$ cat src/rtl/jpeg_bit_packer.sv
// ---------------------------------------------------------------------------
// jpeg_bit_packer
//
// Packs variable-length bit fields (0-16 bits) MSB-first into a byte stream
// for the JPEG entropy-coding path. Inserts a 0x00 byte after every 0xFF.
// On a flush beat, pads the final partial byte with 1s and marks the last
// byte of the stream.
//
// Optional feature macro: JPEG_BIT_PACKER_STUFF_EN
//   defined   -> 0x00 stuffing after every emitted 0xFF (STUFF state present)
//   undefined -> bytes are emitted raw, no STUFF state
//
// Parameters:
//   ACC_WIDTH  bit-accumulator width (>= 24)
//
// Ports:
//   clock      system clock, rising edge
//   reset      synchronous active-high reset
//   in_valid   input beat valid
//   in_ready   packer can accept a beat this cycle
//   in_bits    field value, right-justified (bits above in_length ignored)
//   in_length  number of valid bits, 0-16 (17-31 treated as 16)
//   in_flush   pad to a byte boundary and end the stream after this beat
//   out_valid  out_data holds a byte
//   out_ready  downstream accepts the byte
//   out_data   packed byte
//   out_last   final byte of a flushed stream
// ---------------------------------------------------------------------------
module jpeg_bit_packer #(
    parameter int ACC_WIDTH = 32
) (
    input  logic        clock,
    input  logic        reset,
    input  logic        in_valid,
    output logic        in_ready,
    input  logic [15:0] in_bits,
    input  logic [4:0]  in_length,
    input  logic        in_flush,
    output logic        out_valid,
    input  logic        out_ready,
    output logic [7:0]  out_data,
    output logic        out_last
);

    localparam int HW = $clog2(ACC_WIDTH + 1);
    localparam logic [HW-1:0] BYTE_BITS = HW'(8);
    localparam logic [HW-1:0] THRESH    = HW'(ACC_WIDTH - 16);

    localparam logic [1:0] RUN   = 2'd0;
`ifdef JPEG_BIT_PACKER_STUFF_EN
    localparam logic [1:0] STUFF = 2'd1;
`endif
    localparam logic [1:0] PAD   = 2'd2;
    localparam logic [1:0] DONE  = 2'd3;

    logic [1:0]           state;
    logic [ACC_WIDTH-1:0] acc;
    logic [HW-1:0]        held;
    logic                 flush_pending;
`ifdef JPEG_BIT_PACKER_STUFF_EN
    logic [1:0]           stuff_return;
    logic                 stuff_last;
`endif

    logic [4:0]           eff_len;
    logic [15:0]          field;
    logic [ACC_WIDTH-1:0] field_just;
    logic                 accept;
    logic [ACC_WIDTH-1:0] merged;
    logic [HW-1:0]        total;
    logic                 out_free;
    logic                 pop_ok;
    logic [7:0]           top_byte;
    logic [HW-1:0]        held_after;
    logic [ACC_WIDTH-1:0] acc_after;
    logic                 flush_now;
    logic [7:0]           pad_byte;

    // Once a flush beat has been taken, no further beats are accepted until
    // the stream has been closed, so the next stream cannot mix into this one.
    assign in_ready = (state == RUN) && !flush_pending && (held <= THRESH);

    // The incoming field is merged into the accumulator before the output
    // load decision, so a byte completed by this beat can be loaded in the
    // same cycle and popped together with the append.
    always_comb begin
        eff_len    = (in_length > 5'd16) ? 5'd16 : in_length;
        field      = in_bits & (16'hFFFF >> (5'd16 - eff_len));
        field_just = {field, {(ACC_WIDTH-16){1'b0}}} << (5'd16 - eff_len);
        accept     = in_valid && in_ready;
        merged     = accept ? (acc | (field_just >> held)) : acc;
        total      = accept ? (held + HW'(eff_len)) : held;
        out_free   = !out_valid || out_ready;
        top_byte   = merged[ACC_WIDTH-1 -: 8];
        pop_ok     = (state == RUN) && out_free && (total >= BYTE_BITS);
        held_after = pop_ok ? (total - BYTE_BITS) : total;
        acc_after  = pop_ok ? (merged << 8) : merged;
        flush_now  = flush_pending || (accept && in_flush);
        pad_byte   = acc[ACC_WIDTH-1 -: 8] | (8'hFF >> held);
    end

    // Main sequencer: accumulator, output register and stream state.
    // The PAD held==0 case may raise out_last on a byte already presented,
    // because the stream end is only learnt after that byte was loaded.
    always_ff @(posedge clock) begin
        if (reset) begin
            state         <= RUN;
            acc           <= '0;
            held          <= '0;
            flush_pending <= 1'b0;
            out_valid     <= 1'b0;
            out_data      <= 8'h00;
            out_last      <= 1'b0;
`ifdef JPEG_BIT_PACKER_STUFF_EN
            stuff_return  <= RUN;
            stuff_last    <= 1'b0;
`endif
        end else begin
            if (out_valid && out_ready) begin
                out_valid <= 1'b0;
                out_last  <= 1'b0;
            end
            case (state)
                RUN: begin
                    acc  <= acc_after;
                    held <= held_after;
                    if (accept && in_flush)
                        flush_pending <= 1'b1;
                    if (pop_ok) begin
                        out_valid <= 1'b1;
                        out_data  <= top_byte;
                        out_last  <= 1'b0;
                    end
                    if (flush_now && (held_after < BYTE_BITS)) begin
                        if (pop_ok && (held_after == '0)) begin
`ifdef JPEG_BIT_PACKER_STUFF_EN
                            if (top_byte == 8'hFF) begin
                                state        <= STUFF;
                                stuff_return <= DONE;
                                stuff_last   <= 1'b1;
                            end else
`endif
                            begin
                                out_last <= 1'b1;
                                state    <= DONE;
                            end
                        end else begin
`ifdef JPEG_BIT_PACKER_STUFF_EN
                            if (pop_ok && (top_byte == 8'hFF)) begin
                                state        <= STUFF;
                                stuff_return <= PAD;
                                stuff_last   <= 1'b0;
                            end else
`endif
                            state <= PAD;
                        end
                    end
`ifdef JPEG_BIT_PACKER_STUFF_EN
                    else if (pop_ok && (top_byte == 8'hFF)) begin
                        state        <= STUFF;
                        stuff_return <= RUN;
                        stuff_last   <= 1'b0;
                    end
`endif
                end
`ifdef JPEG_BIT_PACKER_STUFF_EN
                STUFF: begin
                    if (out_free) begin
                        out_valid <= 1'b1;
                        out_data  <= 8'h00;
                        out_last  <= stuff_last;
                        state     <= stuff_return;
                    end
                end
`endif
                PAD: begin
                    if (held == '0) begin
                        if (out_valid && !out_ready)
                            out_last <= 1'b1;
                        state <= DONE;
                    end else if (out_free) begin
                        out_valid <= 1'b1;
                        out_data  <= pad_byte;
                        acc       <= '0;
                        held      <= '0;
`ifdef JPEG_BIT_PACKER_STUFF_EN
                        if (pad_byte == 8'hFF) begin
                            out_last     <= 1'b0;
                            state        <= STUFF;
                            stuff_return <= DONE;
                            stuff_last   <= 1'b1;
                        end else
`endif
                        begin
                            out_last <= 1'b1;
                            state    <= DONE;
                        end
                    end
                end
                DONE: begin
                    if (out_free) begin
                        state         <= RUN;
                        flush_pending <= 1'b0;
                    end
                end
                default: state <= RUN;
            endcase
        end
    end

endmodule

$ cat config.mk
export PLATFORM = sky130hd
export DESIGN_NAME = jpeg_bit_packer
export DESIGN_NICKNAME = d
export VERILOG_FILES = /design/src/rtl/jpeg_bit_packer.sv
export SDC_FILE = /design/constraint.sdc
export NUM_CORES = 1
export LEC_CHECK = 0
export ABC_AREA = 1
export BUFFER_PORTS_ARGS = -buffer_cell sky130_fd_sc_hd__buf_2
export CELL_PAD_IN_SITES_DETAIL_PLACEMENT = 1
export CELL_PAD_IN_SITES_GLOBAL_PLACEMENT = 1
export CORE_ASPECT_RATIO = 1.25
export CORE_UTILIZATION = 46
export DETAILED_ROUTE_END_ITERATION = 12
export PLACE_DENSITY = 0.88
export REMOVE_ABC_BUFFERS = 1
export SYNTH_ARGS = -nofsm -noshare
export SYNTH_HDL_FRONTEND = slang
export SYNTH_SLANG_ARGS = --single-unit
$ cat constraint.sdc
create_clock -name clock -period 5.1 [get_ports clock]
set_input_delay 0.51 -clock clock [delete_from_list [all_inputs] [get_ports clock]]
set_output_delay 0.51 -clock clock [all_outputs]
set_load 0.05 [all_outputs]
==> key figures <==
Run status
  – Status: completed

Finish
  – Syn-to-layout area delta: 6.121%
  – Most common cell after layout, fill and taps aside: nand2_1
  – N_diodes: 0
  – Util after Layout: 49.91%
  – Share of cells above drive strength 1: 10.37%
  – Net count, final: 971
  – Commonest cells after routing, fill and taps aside: 281 x nand2_1, 211 x nand3_1, 76 x inv_1, 62 x nor2_1, 54 x a21oi_1

Place
  – Pre-CTS WS: 0.8490 ns
  – Placer Congestion: 0.9693
  – Port Buf Inserts: 36
  – Detail Placement HPWL: 14740 um

Pwr
  – Worst IR Drop VDD: 428.6 uV
  – Pwr/cell area: slightly below 600 nW/um2
  – Leakage: 0.002646 uW
  – Power, Total: 3285 uW

Routing
  – Routed Antenna Nets: 0
  – Drt pass-1 iters: 5
  – DR vias/cell: 6.006
  – Drt drc: 0
  – DR iter-0 viols: 353
  – DRT Wirelength: 19510 um
  – Vias: 6426
  – Per-cell routed wire length: ~18 um

Critical path
  – Reg2Reg Setup Slack: roughly 1.5 ns
  – Crit path kind: in -> reg
  – CP most frequent cell: nand3_1
  – Crit path max fanout: 18
  – CP Data Required Time: about 5.3 ns
  – Critical Path AT: 4.29 ns
  – Startpoint types: input port
  – Slowest stage delay, CP: 0.49 ns
  – Worst path slowest cell: nor2_2
  – CP cell instances: buf_2 -> nor2_4 -> nand2_4 -> nand2_2 -> nand2_2 -> ha_1 -> inv_1 -> nor2_2 -> nand2_2 -> nand2_4 -> nor2_2 -> nand3_1 -> nand3_1 -> nand3_1 -> and2_1 -> nand2_2 -> nand3_2 -> nand2_1 -> nand2_1 -> nand2_1 -> nand3_1 -> nand3_1 -> nand2_1 -> a21oi_1
  – Worst setup EP type: register

Clock network
  – CTS tree: done
  – Postcts setup bufs: 0
  – Clock root cell: clkbuf_16
  – Clk buf depth: 2
  – CTS sink count: roughly 50
  – CTS clock-pin slew for the worst setup and hold paths: 0.06 ns
  – Htree depth: 2
  – Resized cells post-CTS: 0
  – Skew-Pair Late Insertion Delay: 0.30 ns
  – CTS buffer count: 5
  – Hold buffers post-CTS: 0

STA
  – Worst Clk Skew: 0.007010 ns
  – PnR worst setup slack: ~1.0 ns
  – Max_slew headroom: a little over a third
  – RSZ-0062 raised after global routing: no
  – FMAX: 245.8 MHz
  – Fin. max-slew vios: 0
  – Setup violators final: 0
  – Crit path time final: 4.068 ns
  – Hold Violations, Final: 0
  – Final worst-path cycle share: 79.76%
  – Worst Tran Pin Value: 0.9730 ns
  – Setup TNS: 0 ns

Floorplanning
  – FP Rows: 43
  – Die X: 97.21 um
  – Starting Density: 47.03%
  – Die ar.: between 10000 and 15000 um2
  – Die H: 121.0 um
  – IO Pins: 37
  – Core box area: 11080 um2

Yosys
  – Number of synthesized flops with an enable pin: 0
  – Syn_area_per_cell: 5.611 um2
  – Post-synth design cell area: 5212 um2
  – Cells after Synth: approximately 930
  – Synth cell types: 43
  – Ys Warns: 0
  – Async S/R FF share, synth: 0%
  – Top FF cell, synth: dfxtp_1
  – Sequential element share of the synthesized area: 19.59%
  – Seq cells post-synth: roughly 50

Global routing
  – Overflow after GRT: 0
  – Number of global-route vias before repair: about 6500
  – Initial antenna violation count: 0
  – Largest net degree at the start of global routing: 33
  – Total GRT Usage: 33.28%
  – First-pass GRT wire length: 31770 um

Worst hold path
  – Kind of path behind the tightest hold check: reg -> reg

Job
  – Maximum capacitance violations: 0
## cell families after synthesis
logic type                 after synthesis  share of synthesized area, %
DFF                                     51                         19.59
AOI/OAI and AO/OA                      122                         13.68
xor gates and xnor gates                 3                        0.5042
adders and majority gates               11                         2.784
buffers and inverters                  134                         10.92
and+or+nand+nor                        608                         52.52
## cell type report
class,instances,area (um2)
Clock inverter,1,5.005
Multi-Input combinational cell,744,3622
Sequential cell,51,1021
Inverter,86,326.6
Tap cell,135,168.9
Clock buffer,7,132.6
Timing Repair Buffer,46,255.2
Fill cell,1626,5552
## where the power goes
part	internal, uW	total (uW)	switching (uW)
clock	182	338	155
combinational	666	2360	1700
sequential	514	586	71.7
## critical path, delay by kind of cell
family	cells	cell delay, ns
AOI/OAI and AO/OA	1	0.14
adders and majority gates	1	0.34
buffers and inverters	2	0.25
and+or+nand+nor	20	3.05
## sequential cells by signal (all words and copies together), names as in the netlist
signal         count
state              2
acc               32
out_last           1
out_data           8
flush_pending      1
held               6
out_valid          1
## final timing paths
kind / depth (start not counted) / start / end
worst max register to register: 19 / held[0] / acc[23]
worst min-delay path: 2 / acc[27] / acc[27]
worst min register to register: 2 / acc[27] / acc[27]
worst max-delay path: 24 / in_length[0] / acc[29]
## synthesized netlist by cell type, drive strengths merged (3+ instances only)
cell / count / share of area [%]
a21oi: 57 / 5.8
a31oi: 6 / 0.72
a41oi: 5 / 1.4
buf: 26 / 3.1
clkbuf: 22 / 1.6
clkinv: 3 / 0.24
dfxtp: 51 / 20
ha: 10 / 2.4
inv: 83 / 6.0
nand2: 293 / 22
nand3: 214 / 21
nand4: 20 / 2.4
nor2: 73 / 6.4
o21ai: 50 / 5.2
## through the flow
step / instances / cell area (um2) / hold slack [ns]
5_1_grt: 1070 / 5532 / 0.5100
4_1_cts: 1070 / 5532 / 0.4884
3_5_place_dp: 1062 / 5394 / 0.4730
2_1_floorplan: 881 / 4970 / 0.4393
6_report: 1070 / 5532 / 0.4925
3_3_place_gp: 1062 / 5394 / 0.4564
## routing by layer
metal,global-route usage [%],vias to the layer above,share of wire (%)
met4,18.29,0,5.2
met5,0,-,0
met3,2.938,66,3.6
met1,37.65,3082,41
met2,61.49,192,50
li1,-,3086,-
No activity file was read; power rests on OpenSTA's default activity.
